**src/rtl/ascon_permutation_engine.sv**
```systemverilog
// ASCON permutation engine: latches a 320-bit state, runs p12/p8/p6 with
// G_UNROLL rounds per clock, optionally XORs the key into x3/x4 at the end,
// and holds the result until the consumer takes it.
//
// state | meaning
// IDLE  | waiting for i_start, o_ready=1
// RUN   | rounds in progress, o_busy=1
// DONE  | result held in o_state, o_valid=1
module ascon_permutation_engine #(
  parameter int G_UNROLL    = 1,
  parameter int G_KEY_WIDTH = 128
) (
  input  logic                   clock,
  input  logic                   reset_n,
  input  logic                   i_sys_enable,
  input  logic                   i_abort,
  input  logic                   i_start,
  input  logic [1:0]             i_mode,
  input  logic                   i_xor_key_end,
  input  logic [G_KEY_WIDTH-1:0] i_key,
  input  logic [4:0][63:0]       i_state,
  output logic                   o_ready,
  output logic                   o_busy,
  output logic                   o_valid,
  input  logic                   i_out_ready,
  output logic [4:0][63:0]       o_state
);

  if (G_UNROLL != 1 && G_UNROLL != 2) begin : g_bad_unroll
    $error("ascon_permutation_engine: G_UNROLL must be 1 or 2");
  end
  if (G_KEY_WIDTH != 128) begin : g_bad_key
    $error("ascon_permutation_engine: G_KEY_WIDTH must be 128");
  end

  localparam logic [1:0] ST_IDLE = 2'd0;
  localparam logic [1:0] ST_RUN  = 2'd1;
  localparam logic [1:0] ST_DONE = 2'd2;

  logic [1:0]             fsm_q;
  logic [4:0][63:0]       state_q;
  logic [G_KEY_WIDTH-1:0] key_q;
  logic                   xor_key_q;
  logic [3:0]             round_q;

  logic [3:0]             start_round;
  logic [4:0][63:0]       round_state;
  logic [3:0]             round_next;

  function automatic logic [63:0] ror64(input logic [63:0] x, input int n);
    return (x >> n) | (x << (64 - n));
  endfunction

  // One ASCON round: constant addition, bit-sliced S-box, linear diffusion.
  function automatic logic [4:0][63:0] ascon_round(input logic [4:0][63:0] s,
                                                   input logic [3:0] idx);
    logic [63:0] x0, x1, x2, x3, x4;
    logic [63:0] t0, t1, t2, t3, t4;
    x0 = s[0];
    x1 = s[1];
    x2 = s[2] ^ {56'b0, 4'hF - idx, idx};
    x3 = s[3];
    x4 = s[4];
    x0 = x0 ^ x4;
    x4 = x4 ^ x3;
    x2 = x2 ^ x1;
    t0 = ~x0 & x1;
    t1 = ~x1 & x2;
    t2 = ~x2 & x3;
    t3 = ~x3 & x4;
    t4 = ~x4 & x0;
    x0 = x0 ^ t1;
    x1 = x1 ^ t2;
    x2 = x2 ^ t3;
    x3 = x3 ^ t4;
    x4 = x4 ^ t0;
    x1 = x1 ^ x0;
    x0 = x0 ^ x4;
    x3 = x3 ^ x2;
    x2 = ~x2;
    ascon_round[0] = x0 ^ ror64(x0, 19) ^ ror64(x0, 28);
    ascon_round[1] = x1 ^ ror64(x1, 61) ^ ror64(x1, 39);
    ascon_round[2] = x2 ^ ror64(x2, 1)  ^ ror64(x2, 6);
    ascon_round[3] = x3 ^ ror64(x3, 10) ^ ror64(x3, 17);
    ascon_round[4] = x4 ^ ror64(x4, 7)  ^ ror64(x4, 41);
  endfunction

  // First round index for the requested round count (reserved mode runs p12).
  always_comb begin
    case (i_mode)
      2'b01:   start_round = 4'd4;
      2'b10:   start_round = 4'd6;
      default: start_round = 4'd0;
    endcase
  end

  // Unrolled rounds for this cycle, with the key folded in on the final step.
  always_comb begin
    round_state = state_q;
    round_next  = round_q;
    for (int u = 0; u < G_UNROLL; u++) begin
      round_state = ascon_round(round_state, round_next);
      round_next  = round_next + 4'd1;
    end
    if (round_next == 4'd12 && xor_key_q) begin
      round_state[3] = round_state[3] ^ key_q[G_KEY_WIDTH-1 -: 64];
      round_state[4] = round_state[4] ^ key_q[63:0];
    end
  end

  // Sequencer and state register; soft clear and abort both return to reset values.
  always_ff @(posedge clock or negedge reset_n) begin
    if (!reset_n) begin
      fsm_q     <= ST_IDLE;
      state_q   <= '0;
      key_q     <= '0;
      xor_key_q <= 1'b0;
      round_q   <= 4'd0;
    end else if (!i_sys_enable || i_abort) begin
      fsm_q     <= ST_IDLE;
      state_q   <= '0;
      key_q     <= '0;
      xor_key_q <= 1'b0;
      round_q   <= 4'd0;
    end else begin
      case (fsm_q)
        ST_IDLE: begin
          if (i_start) begin
            state_q   <= i_state;
            key_q     <= i_key;
            xor_key_q <= i_xor_key_end;
            round_q   <= start_round;
            fsm_q     <= ST_RUN;
          end
        end
        ST_RUN: begin
          state_q <= round_state;
          round_q <= round_next;
          if (round_next == 4'd12) fsm_q <= ST_DONE;
        end
        ST_DONE: begin
          if (i_out_ready) fsm_q <= ST_IDLE;
        end
        default: fsm_q <= ST_IDLE;
      endcase
    end
  end

  assign o_ready = (fsm_q == ST_IDLE);
  assign o_busy  = (fsm_q == ST_RUN);
  assign o_valid = (fsm_q == ST_DONE);
  assign o_state = state_q;

endmodule

```
**config.mk**
```make
export PLATFORM = sky130hd
export DESIGN_NAME = ascon_permutation_engine
export DESIGN_NICKNAME = d
export VERILOG_FILES = /design/src/rtl/ascon_permutation_engine.sv
export SDC_FILE = /design/constraint.sdc
export NUM_CORES = 2
export LEC_CHECK = 0
export ABC_AREA = 1
export CAP_MARGIN = 20
export CORE_MARGIN = 1.5
export CORE_UTILIZATION = 40
export DETAILED_ROUTE_END_ITERATION = 7
export GPL_ROUTABILITY_DRIVEN = 0
export PLACE_DENSITY = 0.77
export SLEW_MARGIN = 20
export SYNTH_ARGS = -nofsm -noshare
export SYNTH_HDL_FRONTEND = slang
export SYNTH_SLANG_ARGS = --single-unit
```
**constraint.sdc**
```tcl
create_clock -name clock -period 2.1 [get_ports clock]
set_input_delay 0.21 -clock clock [delete_from_list [all_inputs] [get_ports clock]]
set_output_delay 0.21 -clock clock [all_outputs]
set_load 0.005 [all_outputs]
```
==> summary.txt, run 1 <==
Logic synthesis
  – Yosys warning count: 0
  – Distinct cell type count after synthesis: 28
  – Synthesized area: roughly 0.043 mm²
  – #FFs+latches synth: roughly 460
  – Synthesized instance count: ~7.7k
  – Sequential share of the synthesized area: a little over a quarter
  – Net count after synthesis: 8255
  – Syn_area_per_cell: around 5.6 µm²

Die
  – Initial Util: 40.4%
  – Die Ht: between 300 and 400 µm
  – Top Ports: 780
  – Cell Rows: 120
  – Width of the die: between 300 and 400 µm

CTS
  – Max clock buf depth: 3
  – Number of CTS-inserted buffers: between 50 and 60
  – Root Buffer: clkbuf_16
  – Clock sink count: between 400 and 500
  – H-tree Lvls: 2

Global route
  – GR Overflow Total: 7
  – Largest net degree at the start of global routing: ~80
  – Tot GR Track Use: a little under two thirds

Placed design
  – Number of port buffers: roughly 780
  – HPWL after detailed placement: 235000 µm

Run status
  – Status: aborted with a tool error
  – Stopped at: global routing
  – First Err: [ERROR GRT-0232] Routing congestion too high. Check the congestion heatmap in the GUI.
==> synth_stat cells <==
cell type / instances / area share, %
nand3b_1: 4 / 0.069
nor2_4: 2 / 0.052
a21oi_2: 1 / 0.020
o21ai_0: 348 / 4.0
ha_1: 130 / 3.8
nand4_1: 12 / 0.17
nand3_1: 938 / 11
buf_4: 17 / 0.29
nor2_1: 606 / 5.3
buf_1: 19 / 0.16
nand3_2: 1 / 0.023
dfrtp_1: 455 / 26
xor2_1: 167 / 3.4
o22ai_1: 8 / 0.12
o31ai_1: 1 / 0.017
clkbuf_1: 85 / 0.74
a21oi_1: 59 / 0.68
o21bai_1: 8 / 0.14
o21ai_1: 73 / 0.84
inv_2: 3 / 0.026
nand2_2: 1 / 0.014
buf_2: 87 / 1.0
o32ai_1: 1 / 0.020
nor3_1: 1 / 0.012
o2111a_1: 1 / 0.026
xnor2_1: 156 / 3.2
nand2_1: 3709 / 32
inv_1: 775 / 6.7
==> layer usage <==
metal	track usage, %	GRT overflow
met5	38.4	0
met4	61.0	2
met3	52.4	0
met2	78.0	5
met1	62.2	0
==> cell families after synthesis <==
group / after synthesis / synth area share, %
flip-flops: 455 / 26.3
XOR/XNOR: 323 / 6.53
AND/OR/NAND/NOR: 5274 / 48.6
buffers and inverters: 986 / 8.95
adder cells (fa/ha/maj): 130 / 3.76
AO/OA/AOI/OAI: 500 / 5.89
==> through the flow <==
step                      cells  area (µm²)  setup WS, ns  utilization, %  setup TNS (ns)
after detailed placement  10800       62000        -0.590            57.8          -41.67
after floorplan            7668       43300        0.0139               -               0
after CTS                 11000       65700        -0.181            61.3          -11.55
after global placement    10800       62000        -0.542            57.8          -31.40
==> timing repair <==
item / in CTS
pin swaps: 38
endpoints found under the hold margin: 257
setup buffers: 36
hold buffers: 1
resized for setup: 323
endpoints found under the setup margin: 248
cloned: 5
==> run 2, diff against run 1 <==
Settings changed: CORE_UTILIZATION 40 to 25, PLACE_DENSITY 0.77 to not set, PLACE_DENSITY_LB_ADDON set to 0.15.
Clock period 2.1 ns to 2.73 ns, I/O delays scaled along.
==> summary.txt, run 2 <==
Placed design
  – HPWL after detailed placement: 273000 µm (was 235000 µm)
  – Number of port buffers: 779 (unchanged)
  – Placed Area: 0.0585 mm² (was 0.0620 mm²)
  – Placed Cells: 11.2k (was 10.8k)

Global route
  – Initial antenna violation count: 20
  – Tot GR Track Use: 35.5%
  – GR Overflow Total: 0
  – Vias in the first global route: 52.7k
  – Largest net degree at the start of global routing: about 130
  – First-pass GRT wire length: 427000 µm

Worst setup path
  – Worst Path Required: around 3.4 ns
  – Largest delay share family, worst path: simple AND/OR/NAND/NOR gates
  – CP max stage cell: xor2_1
  – Reg2reg start: o_state[106]
  – Reg2Reg Depth: 9
  – CP bufs+invs: 2
  – CP max FO: 6
  – WS Path Type: reg2reg
  – Reg-to-reg slack, setup: -0.12 ns
  – Crit-path cells: buf_4 -> o21ai_0 -> buf_4 -> xor2_1 -> nand2_1 -> nand3_1 -> nand3_1 -> nand2_1 -> nand2_1
  – Most Frequent Cell on Critical Path: nand2_1
  – CP startpoint kind: register
  – Worst setup EP type: register
  – CP arrival: 3.47 ns
  – Reg2reg end: o_state[109]
  – Largest stage delay, worst path: around 0.59 ns

Worst hold path
  – Hold Path Depth: 3
  – Hold_sp: i_key[113]
  – Min-delay worst type: in2reg
  – Hold Path End: key_q[113]

Logic synthesis
  – Syn_area_per_cell: 5.65 µm² (unchanged)
  – Synthesized instance count: 7668 (unchanged)
  – Most used DFF post-synth: dfrtp_1 (unchanged)
  – #FFs+latches synth: 455 (unchanged)
  – Number of synthesized flops with an enable pin: 0 (unchanged)
  – Top cell type by total area after synthesis: nand2_1 (unchanged)
  – Yosys top cell area share: 32.1% (unchanged)
  – Sequential share of the synthesized area: 26.3% (unchanged)
  – Synthesized area: 0.0433 mm² (unchanged)
  – Top-count cell post-synth: nand2_1 (unchanged)
  – Async set-reset flop share out of synthesis: 100% (unchanged)
  – Distinct cell type count after synthesis: 28 (unchanged)
  – Net count after synthesis: 8255 (unchanged)
  – Yosys warning count: 0 (unchanged)
  – Commonest cells post-synth: nand2_1 (3709), nand3_1 (938), inv_1 (775) (unchanged)
  – Area contributors post-synth: nand2_1 (32%), dfrtp_1 (26%), nand3_1 (11%), inv_1 (6.7%), nor2_1 (5.3%) (unchanged)

CTS
  – Clock sink count: 455 (unchanged)
  – Root Buffer: clkbuf_16 (unchanged)
  – Number of CTS-inserted buffers: 61 (was 56)
  – Clk_lat worst skew: around 0.74 ns
  – CTS tree: done
  – Max clock buf depth: 3 (unchanged)
  – Clock-pin slew on the worst setup and hold paths: ~0.070 ns
  – H-tree Lvls: 2 (unchanged)

Timing
  – RSZ-0062 raised after global routing: false
  – Slew Viols, Final: 0
  – Final hold vios: 0
  – Fin crit period: between 2 and 3 ns
  – Worst setup margin: -0.122 ns
  – Worst Clk Skew: 0.0226 ns
  – Max Freq: ~350 MHz
  – Finish-stage setup viols: 15
  – Setup TNS: -0.903 ns
  – Worst-margin pin slew: 1.04 ns
  – Slew headroom: roughly 30%
  – Final worst-path cycle share: 104%
  – WHS: between 0.09 and 0.1 ns

Power
  – Power consumption: 0.0385 W
  – Leakage: between 30 and 40 nW
  – Peak VDD IR: roughly 0.00053 V
  – PD cells: 630 mW/mm²

Die
  – Cell Rows: 152 (was 120)
  – Die Ht: 419 µm (was 332 µm)
  – Width of the die: 419 µm (was 332 µm)
  – Top Ports: 780 (unchanged)
  – Core ar.: roughly 0.17 mm²
  – Initial Util: 25.2% (was 40.4%)
  – Die Area: around 0.18 mm²

Run status
  – Status: finished with violations (was aborted with a tool error)
  – Failing checks: design-rule violations, negative setup slack

Route
  – Wire per inst: around 29 µm
  – DRT iter0 DRCs: 8428
  – DR pass1 iterations: 8
  – Routed via count: roughly 60k
  – DR DRC count: approximately 130
  – Avg Vias per Cell: 5.21
  – Detail Route Antenna Nets: 0
  – DRT Wirelength: 325000 µm

Layout
  – Proportion of layout cells with a drive suffix above 1: under 10%
  – Final Instance Area: ~0.061 mm²
  – Layout net count: between 9k and 10k
  – Layout Area Growth over Synthesis: 41.2%
  – Leading cell type in the layout, fill and taps excluded: nand2_1
  – Post-route insts no fill: about 11k
  – Commonest non-fill, non-tap cells in the layout: nand2_1 (3679), nand3_1 (926), clkdlybuf4s50_1 (778), inv_1 (774), nor2_1 (605)
  – Largest register FFs: 320

Job
  – Max-Cap Viols: 0
==> run 2: cell counts after synthesis <==
No cell type changed its count.
==> run 2: worst register-to-register path: cells and delay by family, from the launching register on <==
family                    cells  cell delay, ns
and+or+nand+nor               5            0.80
xor gates and xnor gates      1            0.59
DFF                           1            0.39
AOI/OAI and AO/OA             1            0.51
buffers and inverters         2            0.46
==> run 2: worst max path at each step <==
stage / start / endpoint / slack (ns) / cells after the start
CTS: round_q[0] / o_state[294] / 0.03 / 14
global route: o_state[49] / o_state[113] / 0.00007 / 11
detailed placement: i_sys_enable / o_state[228] / 0.02 / 13
global placement: round_q[1] / o_state[244] / 0.02 / 14
finish: o_state[106] / o_state[109] / -0.12 / 9
floorplan: round_q[2] / o_state[248] / 0.61 / 14
==> run 2: routing by layer <==
| metal | part of all wire [%] | vias to the layer above | track usage (%) |
|---|---|---|---|
| li1 | - | 26400 | - |
| met1 | 38 | 27600 | 42.5 |
| met2 | 40 | 3808 | 51.4 |
| met3 | 12 | 1050 | 11.6 |
| met4 | 10 | 24 | 29.1 |
| met5 | 0.076 | - | 0.417 |
==> run 2: final cells by class <==
type,count,area (µm²)
Fill cell,19100,111000
Multi-Input combinational cell,6227,28300
Timing Repair Buffer,1401,13400
Sequential cell,455,11400
Inverter,778,2930
Tap cell,2310,2890
Clock buffer,77,1690
Clock inverter,38,542
Antenna cell,9,22.5
==> run 2: logic make-up after synthesis <==
| family | count (synthesis) | share of synthesized area [%] |
|---|---|---|
| compound gates | 500 | 5.89 |
| xor+xnor | 323 | 6.53 |
| fa+ha+maj | 130 | 3.76 |
| buf+inv | 986 | 8.95 |
| flops | 455 | 26.3 |
| simple gates | 5274 | 48.6 |
==> run 2: repair_timing <==
| action | in CTS | in global routing |
|---|---|---|
| endpoints found under the setup margin | 2 | 46 |
| pin swaps | 1 | 1 |
| hold buffers | 1 | 0 |
| cloned | 0 | 2 |
| setup buffers | 2 | 5 |
| resized for setup | 1 | 64 |
| hold endpoints to repair | 46 | 0 |
==> run 2: stage by stage <==
stage | setup WS (ns) | utilization [%]
floorplan | 0.608 | -
global placement | 0.0233 | 34.0
detailed placement | 0.0203 | 34.0
CTS | 0.0299 | 35.4
global route | 0.0000653 | 35.6
finish | -0.122 | 35.6
==> run 2: where the power goes <==
part           internal, W  switching (W)  leakage [nW]  total [W]
Combinational      0.00674         0.0146          24.6     0.0213
Clock              0.00536        0.00394          1.09    0.00930
Sequential         0.00713       0.000736          6.14    0.00787
Total               0.0192         0.0193          31.8     0.0385
Power figures use the tool's default switching activity.
